<file path="src/rtl/ic_sweep_pkg.sv">
// Shared types and helpers for the invertibility-condition sweep checkers.
package ic_sweep_pkg;

    typedef enum logic [1:0] {
        IDLE = 2'd0,
        EVAL = 2'd1,
        CMP  = 2'd2,
        DONE = 2'd3
    } state_t;

    localparam int IC_W = 4;

    // Mismatch counter must hold 2^(2W) without wrapping.
    function automatic int cnt_width(input int w);
        return 2 * w + 1;
    endfunction

    function automatic logic [IC_W-1:0] vec_s(input logic [2*IC_W-1:0] v);
        return v[IC_W-1:0];
    endfunction

    function automatic logic [IC_W-1:0] vec_t(input logic [2*IC_W-1:0] v);
        return v[2*IC_W-1:IC_W];
    endfunction

endpackage

</file>
<file path="src/rtl/ic_ashr_uge_step.sv">
// One term of the ashr/uge invertibility condition: (s >>> k) >=u t.
module ic_ashr_uge_step
    import ic_sweep_pkg::*;
#(
    parameter int W  = IC_W,
    parameter int KW = (W > 1) ? $clog2(W) : 1
) (
    input  logic [W-1:0]  s,
    input  logic [W-1:0]  t,
    input  logic [KW-1:0] k,
    output logic          ge
);

    logic [W-1:0] sh_s;

    assign sh_s = W'($signed(s) >>> k);
    assign ge   = (sh_s >= t);

endmodule

</file>
<file path="config.mk">
export PLATFORM = sky130hd
export DESIGN_NAME = ic_ashr_uge_step
export DESIGN_NICKNAME = d
export VERILOG_FILES = /design/src/rtl/ic_sweep_pkg.sv /design/src/rtl/ic_ashr_uge_step.sv
export SDC_FILE = /design/constraint.sdc
export NUM_CORES = 1
export LEC_CHECK = 0
export ABC_AREA = 1
export BUFFER_PORTS_ARGS = -buffer_cell sky130_fd_sc_hd__buf_2
export CAP_MARGIN = 30
export CORE_AREA = 10 10 47 49
export DETAILED_ROUTE_END_ITERATION = 8
export DIE_AREA = 0 0 57 59
export PLACE_DENSITY = 0.35
export SYNTH_ARGS = -nofsm -noshare
export SYNTH_HDL_FRONTEND = slang
export SYNTH_SLANG_ARGS = --single-unit
</file>
<file path="constraint.sdc">
create_clock -name vclk -period 1.4
set_clock_uncertainty 0.05 [all_clocks]
set_input_delay 0.35 -clock vclk [all_inputs]
set_output_delay 0.35 -clock vclk [all_outputs]
set_load 0.02 [all_outputs]
</file>
# After elaboration in Yosys (flattened, before gate mapping)
# Cells that the tools add are included.
totals:
  ff_bits: 0
  output_inout_bits: 1
  wordCells: 2
op_classes:
  shifts: 1
  magnitude_cmp: 1
ops:
  columns: ["cell", "n"]
  rows:
  - ["$ge A4 B4 Y1", 1]
  - ["$sshr A4 B2 Y4", 1]

# Depth between registers and ports, before layout
# Gate-level depths: netlist of run 1.
depth:
  ltp_word: 2
  depth_mapped: 11

# Worst setup path after synthesis of run 1
# Ideal clock, no wire load.
synth_path:
  path_kind: "input port to output port"
  startpoint: "input port s[2]"
  endpoint: "output port ge"
  arrival_time_ps: 1168
  path_stages: 9
  n_path_buf: 0
  setup_slack_ps: -168
  cell_sequence: "inv_1 -> nand2_1 -> nand3_1 -> nand2_1 -> ha_1 -> nand2_1 -> nand2_1 -> nand2_1 -> nand3_1"
synth_between:
  elab_chain_cells: 2
synth_rtl:
  columns: ["item", "line", "source"]
  rows:
  - ["start, declared", "ic_ashr_uge_step.sv:8", "input logic [W-1:0] s,"]
  - ["$sshr A4 B2 Y4", "ic_ashr_uge_step.sv:16", "assign sh_s = W'($signed(s) >>> k);"]
  - ["$ge A4 B4 Y1", "ic_ashr_uge_step.sv:17", "assign ge = (sh_s >= t);"]
  - ["end, declared", "ic_ashr_uge_step.sv:11", "output logic ge"]
# No other way between the ends.

# Worst setup path in the final report of run 1
layout_path:
  startpoint: "input port k[0]"
  endpoint: "output port ge"
layout_between:
  elab_chain_cells: 2
layout_rtl:
  columns: ["item", "line", "source"]
  rows:
  - ["start, declared", "ic_ashr_uge_step.sv:10", "input logic [KW-1:0] k,"]
  - ["$sshr A4 B2 Y4", "ic_ashr_uge_step.sv:16", null]
  - ["$ge A4 B4 Y1", "ic_ashr_uge_step.sv:17", null]
# No other way between the ends.

==> results of run 1 <==
[area by class of cell]
type                       instances  share of cell area [%]
inverter                          11                   16.67
multi-input combinational         25                   51.31
tap                               16                   5.229
timing repair buffer              12                   26.80
[per-layer routing]
| layer | up-vias | part of all wire [%] | wire [um] | global-route usage (%) |
|---|---|---|---|---|
| li1 | 134 | - | - | - |
| met1 | 97 | 46 | 231 | 3.298 |
| met2 | 5 | 51 | 253 | 5.426 |
| met3 | 0 | 2.8 | 14 | 0.2146 |
| met4 | 0 | 0 | 0 | 0 |
| met5 | - | 0 | 0 | 0 |
[critical path: cells and delay by family]
family,cells,cell delay (ns)
buffers and inverters,4,0.34
adders and majority gates,1,0.30
and+or+nand+nor,5,0.27
AOI/OAI and AO/OA,1,0.06
[logic make-up after synthesis]
family | count (synthesis) | share of synthesized area [%]
AND/OR/NAND/NOR | 19 | 44.00
adder cells (fa/ha/maj) | 4 | 26.67
AO/OA/AOI/OAI | 2 | 7.332
buffers and inverters | 11 | 22.00
[power breakdown]
group | internal [mW] | switching [mW]
combinational | 0.0655 | 0.0634
sequential | 0 | 0
clock | 0 | 0
[path summary, 6_finish.rpt]
path                  from  endpoint  slack (ns)  cells past startpoint
worst min-delay path  t[3]        ge        1.13                      6
worst max-delay path  k[0]        ge       -0.32                     11
[repair_timing]
action	in CTS	in global routing
endpoints found under the setup margin	1	1
gates resized for setup	9	8
pin swaps	4	7
hold buffers	0	0
[cells in the final DEF, fill, tap and decap left out]
cell type | Yosys | final
nand2_1 | 13 | 8
inv_1 | 10 | 7
buf_2 | 0 | 6
nand2_2 | 2 | 4
buf_6 | 0 | 4
nand2_4 | 0 | 3
ha_1 | 4 | 3
nand3_2 | 0 | 2
inv_4 | 0 | 1
inv_12 | 0 | 1
inv_2 | 1 | 1
o21ai_2 | 1 | 1
nand3_1 | 3 | 1
inv_8 | 0 | 1
a21oi_1 | 1 | 1
nand4_1 | 1 | 1
ha_4 | 0 | 1
buf_12 | 0 | 1
buf_4 | 0 | 1
==> metrics.txt, run 1 <==
fin area=382.9 um2; CP Max Fanout=4; slowest CP cell=ha_1; Vert. Die Dim=about 59 um; register cell area after layout=0 um2; Max Clk Rate=0.5798 GHz; Area after DPL=approximately 310 um2; Worst EP required=1.00 ns; Total Power=0.1289 mW; Die Wd=57 um; period utilization=123.2%; cell count after placement=64; Die ar.=3363 um2; pwr/cell area=roughly 340 nW/um2; CORE AREA=1401 um2; most frequent CP cell=nand2_4; final net count=64; synth top area cells=ha_1 (27%), nand2_1 (26%), inv_1 (20%); type of origin of the critical path=input port; CP endpoint kind=output port; area occupied by multi-input gates=196.4 um2; antenna violations before repair=0; Rel. slew slack=between 80% and 90%; setup TNS=-0.3248 ns; final hold slack=1.133 ns; Area Overhead vs Synth=104.0%; RD Place Congestion=0.6301; DR WL/cell=7.797 um; largest net degree at the start of global routing=5; Seq cells=0; Final setup viols=1; final non-filler cell total=64; most frequent cell after synthesis=nand2_1; syn_nets=50; vias in the first global route=240; max_cap viols=0; layout cells sized above 1=56.25%; drc violations=0; Layout clock buffers=0; Cell Chain, Critical Path=buf_12 > inv_12 > nand2_4 > nand2_4 > o21ai_2 > ha_1 > nand2_1 > inv_1 > nand2_2 > nand3_2 > buf_6; post-place setup slack=-0.4525 ns; Post-Syn Area=187.7 um2; Ant. Diodes=0; I/O pin count=11; Max Slew Vio Count=0; post-CTS setup buffer count=0; Tmin final=1.725 ns; Syn Inst Count=36; row cnt=14; Detailed Route Iter0 Violations=0; via count=236; Crit path largest cell delay=0.30 ns; buffers added on ports=11; first-pass GRT wire length=855 um; Post-DP HPWL=464.5 um; Yosys cell types=9; sequential fraction of the synthesis area=0%; yosys warns=0; failing checks=negative setup slack; critical path arrival=approximately 1.3 ns; critical path type=input port to output port; unrepaired setup endpoints after global routing=yes; post-synth top area share=a little over a quarter; Initial DRT Pass Iterations=1; Routed Antenna Nets=0; final core occ=27.32%; min-delay worst type=input port to output port; Commonest cells post-synth=nand2_1 (13), inv_1 (10), ha_1 (4), nand3_1 (3), nand2_2 (2); Total GRT Usage=2.757%; DRT Wirelength=between 400 and 500 um; Starting Density=13.39%; Vias/cell=3.688; Leak Pwr=0.2223 nW; GRT Residual Overflow=0; final count of hold timing violations=0; post-route setup slack=-0.3248 ns; Max VDD drop=93.42 uV; Least-Margin Pin Slew=approximately 0.15 ns; cell taking the most area after synthesis=ha_1; # fillers=179; status=finished with violations; Avg Cell Area, Syn=5.213 um2
Note: power is estimated with default switching activity, not from simulation.
==> inputs of run 2 (changes only) <==
==> constraint.sdc (replaced) <==
create_clock -name vclk -period 1.4
set_clock_uncertainty 0.05 [all_clocks]
set_input_delay 0.28 -clock vclk [all_inputs]
set_output_delay 0.28 -clock vclk [all_outputs]
set_load 0.02 [all_outputs]
==> run 2 against run 1 <==
Against the previous run: maximum frequency up 10%; sequential share of layout area unchanged; largest power group unchanged; the run still ends with negative setup slack left; routed wire length up 4.4%.
==> metrics.txt, run 2 (same netlist as run 1, synthesis figures left out) <==
row cnt=14 (unchanged); Vias/cell=3.698 (+0.30%); Die Wd=57 um (unchanged); largest net degree at the start of global routing=5 (unchanged); RD Place Congestion=0.6215 (-1.4%); CORE AREA=1401 um2 (unchanged); Rel. slew slack=89.51% (-0.31 points); Max Clk Rate=0.6376 GHz (+10%); GRT Residual Overflow=0 (unchanged); Leak Pwr=0.2017 nW (-9.3%); slowest CP cell=ha_4; Starting Density=13.39% (unchanged); min-delay worst type=input port to output port; CP Max Fanout=2 (-2); CP top delay family=simple AND/OR/NAND/NOR gates; Worst Hold End=ge; Die ar.=3363 um2 (unchanged); Routed Antenna Nets=0 (unchanged); most frequent CP cell=nand2_1; Ant. Diodes=0 (unchanged); Crit path largest cell delay=0.27 ns (-0.03 ns); DR WL/cell=8.270 um (+6.1%); commonest non-fill, non-tap cell in the layout=nand2_1; status=finished with violations; Seq cells=0 (unchanged); Least-Margin Pin Slew=0.1573 ns (+0.004630 ns); unrepaired setup endpoints after global routing=yes; pwr/cell area=337.9 nW/um2 (+0.37%); final count of hold timing violations=0 (unchanged); post-route setup slack=-0.1684 ns (+0.1564 ns); Max VDD drop=158.6 uV (+70%); type of origin of the critical path=input port; drc violations=0 (unchanged); Cell Chain, Critical Path=buf_2 > inv_2 > nand2_1 > nand3_2 > nand2_2 > ha_4 > nand2_1 > nand2_1 > nand2_1 > nand3_2 > buf_6; period utilization=112.0% (-11 points); DRT Wirelength=521 um (+4.4%); via count=233 (-1.3%); Worst EP required=1.07 ns (+0.07 ns); Area Overhead vs Synth=74.67%; Final setup viols=1 (unchanged); hold path depth=5 (-1); Vert. Die Dim=59 um (unchanged); I/O pin count=11 (unchanged); final core occ=23.39% (-3.9 points); final net count=63 (-1.6%); max_cap viols=0 (unchanged); Tmin final=1.568 ns (-0.1564 ns); Detailed Route Iter0 Violations=0 (unchanged); cell count after placement=63 (-1.6%); final non-filler cell total=63 (-1.6%); Layout clock buffers=0 (unchanged); register cell area after layout=0 um2 (unchanged); hold_buf cts=0 (unchanged); most frequent cells in the layout=nand2_1 (11), inv_1 (8), buf_2 (8); Initial DRT Pass Iterations=1 (unchanged); critical path type=input port to output port; CP endpoint kind=output port; vias in the first global route=254 (+5.8%); buffers added on ports=11 (unchanged); Total GRT Usage=3.012% (+0.25 points); worst path bufs/invs=3 (-1); failing checks=negative setup slack; first-pass GRT wire length=924 um (+8.1%); layout cells sized above 1=46.81% (-9.4 points); Max Slew Vio Count=0 (unchanged); Post-DP HPWL=480.6 um (+3.5%); critical path arrival=1.24 ns (-0.08 ns); Hold Crit Start=s[3]; antenna violations before repair=0 (unchanged)
run 2: cell types whose count changed in the layout (fill, tap and decap cells not counted), moves of 2 or more:
cell,previous run,this run
buf_2,6,8
buf_6,4,2
nand2_1,8,11
nand2_2,4,2
run 2: routing by layer:
layer,GRT usage (%),vias to the layer above,part of all wire [%]
met2,4.961,6,47
met1,4.460,96,52
met3,0,0,0.77
met4,0,0,0
met5,0,-,0
li1,-,131,-
run 2: cell type report:
cell class         instances  area (um2)
inverters                 11       46.29
repair buffers            11       77.57
well taps                 16       20.02
fillers                  175        1074
multi-input cells         25       183.9
run 2: how the worst max path moves through the flow:
stage / cells past startpoint / from / to
floorplan: 9 / s[2] / ge
global placement: 11 / k[0] / ge
detailed placement: 11 / k[0] / ge
CTS: 11 / k[0] / ge
global route: 11 / s[2] / ge
finish: 11 / s[2] / ge
run 2: through the flow:
stage | setup TNS [ns] | power (mW) | area [um2] | hold slack [ns] | worst slack, ns
CTS | -0.1967 | 0.1060 | 305.3 | 0.9519 | -0.1967
finish | -0.1684 | 0.1108 | 327.8 | 0.9453 | -0.1684
global placement | -0.2505 | 0.08755 | 267.8 | 1.029 | -0.2505
detailed placement | -0.2574 | 0.08759 | 267.8 | 1.021 | -0.2574
global route | -0.2638 | 0.1264 | 327.8 | 0.9819 | -0.2638
floorplan | 0 | 0.05593 | 192.7 | 0.7861 | 0.01500
run 2: where the power goes:
group | internal [mW] | leakage [nW] | switching, mW
clock network | 0 | 0 | 0
registers | 0 | 0 | 0
logic | 0.0543 | 0.202 | 0.0564
run 2: timing repair:
action | 4_1_cts | 5_1_grt
setup buffers | 0 | 0
pin swaps | 4 | 4
resized for setup | 9 | 7
setup endpoints to repair | 1 | 1
gates cloned | 0 | 0
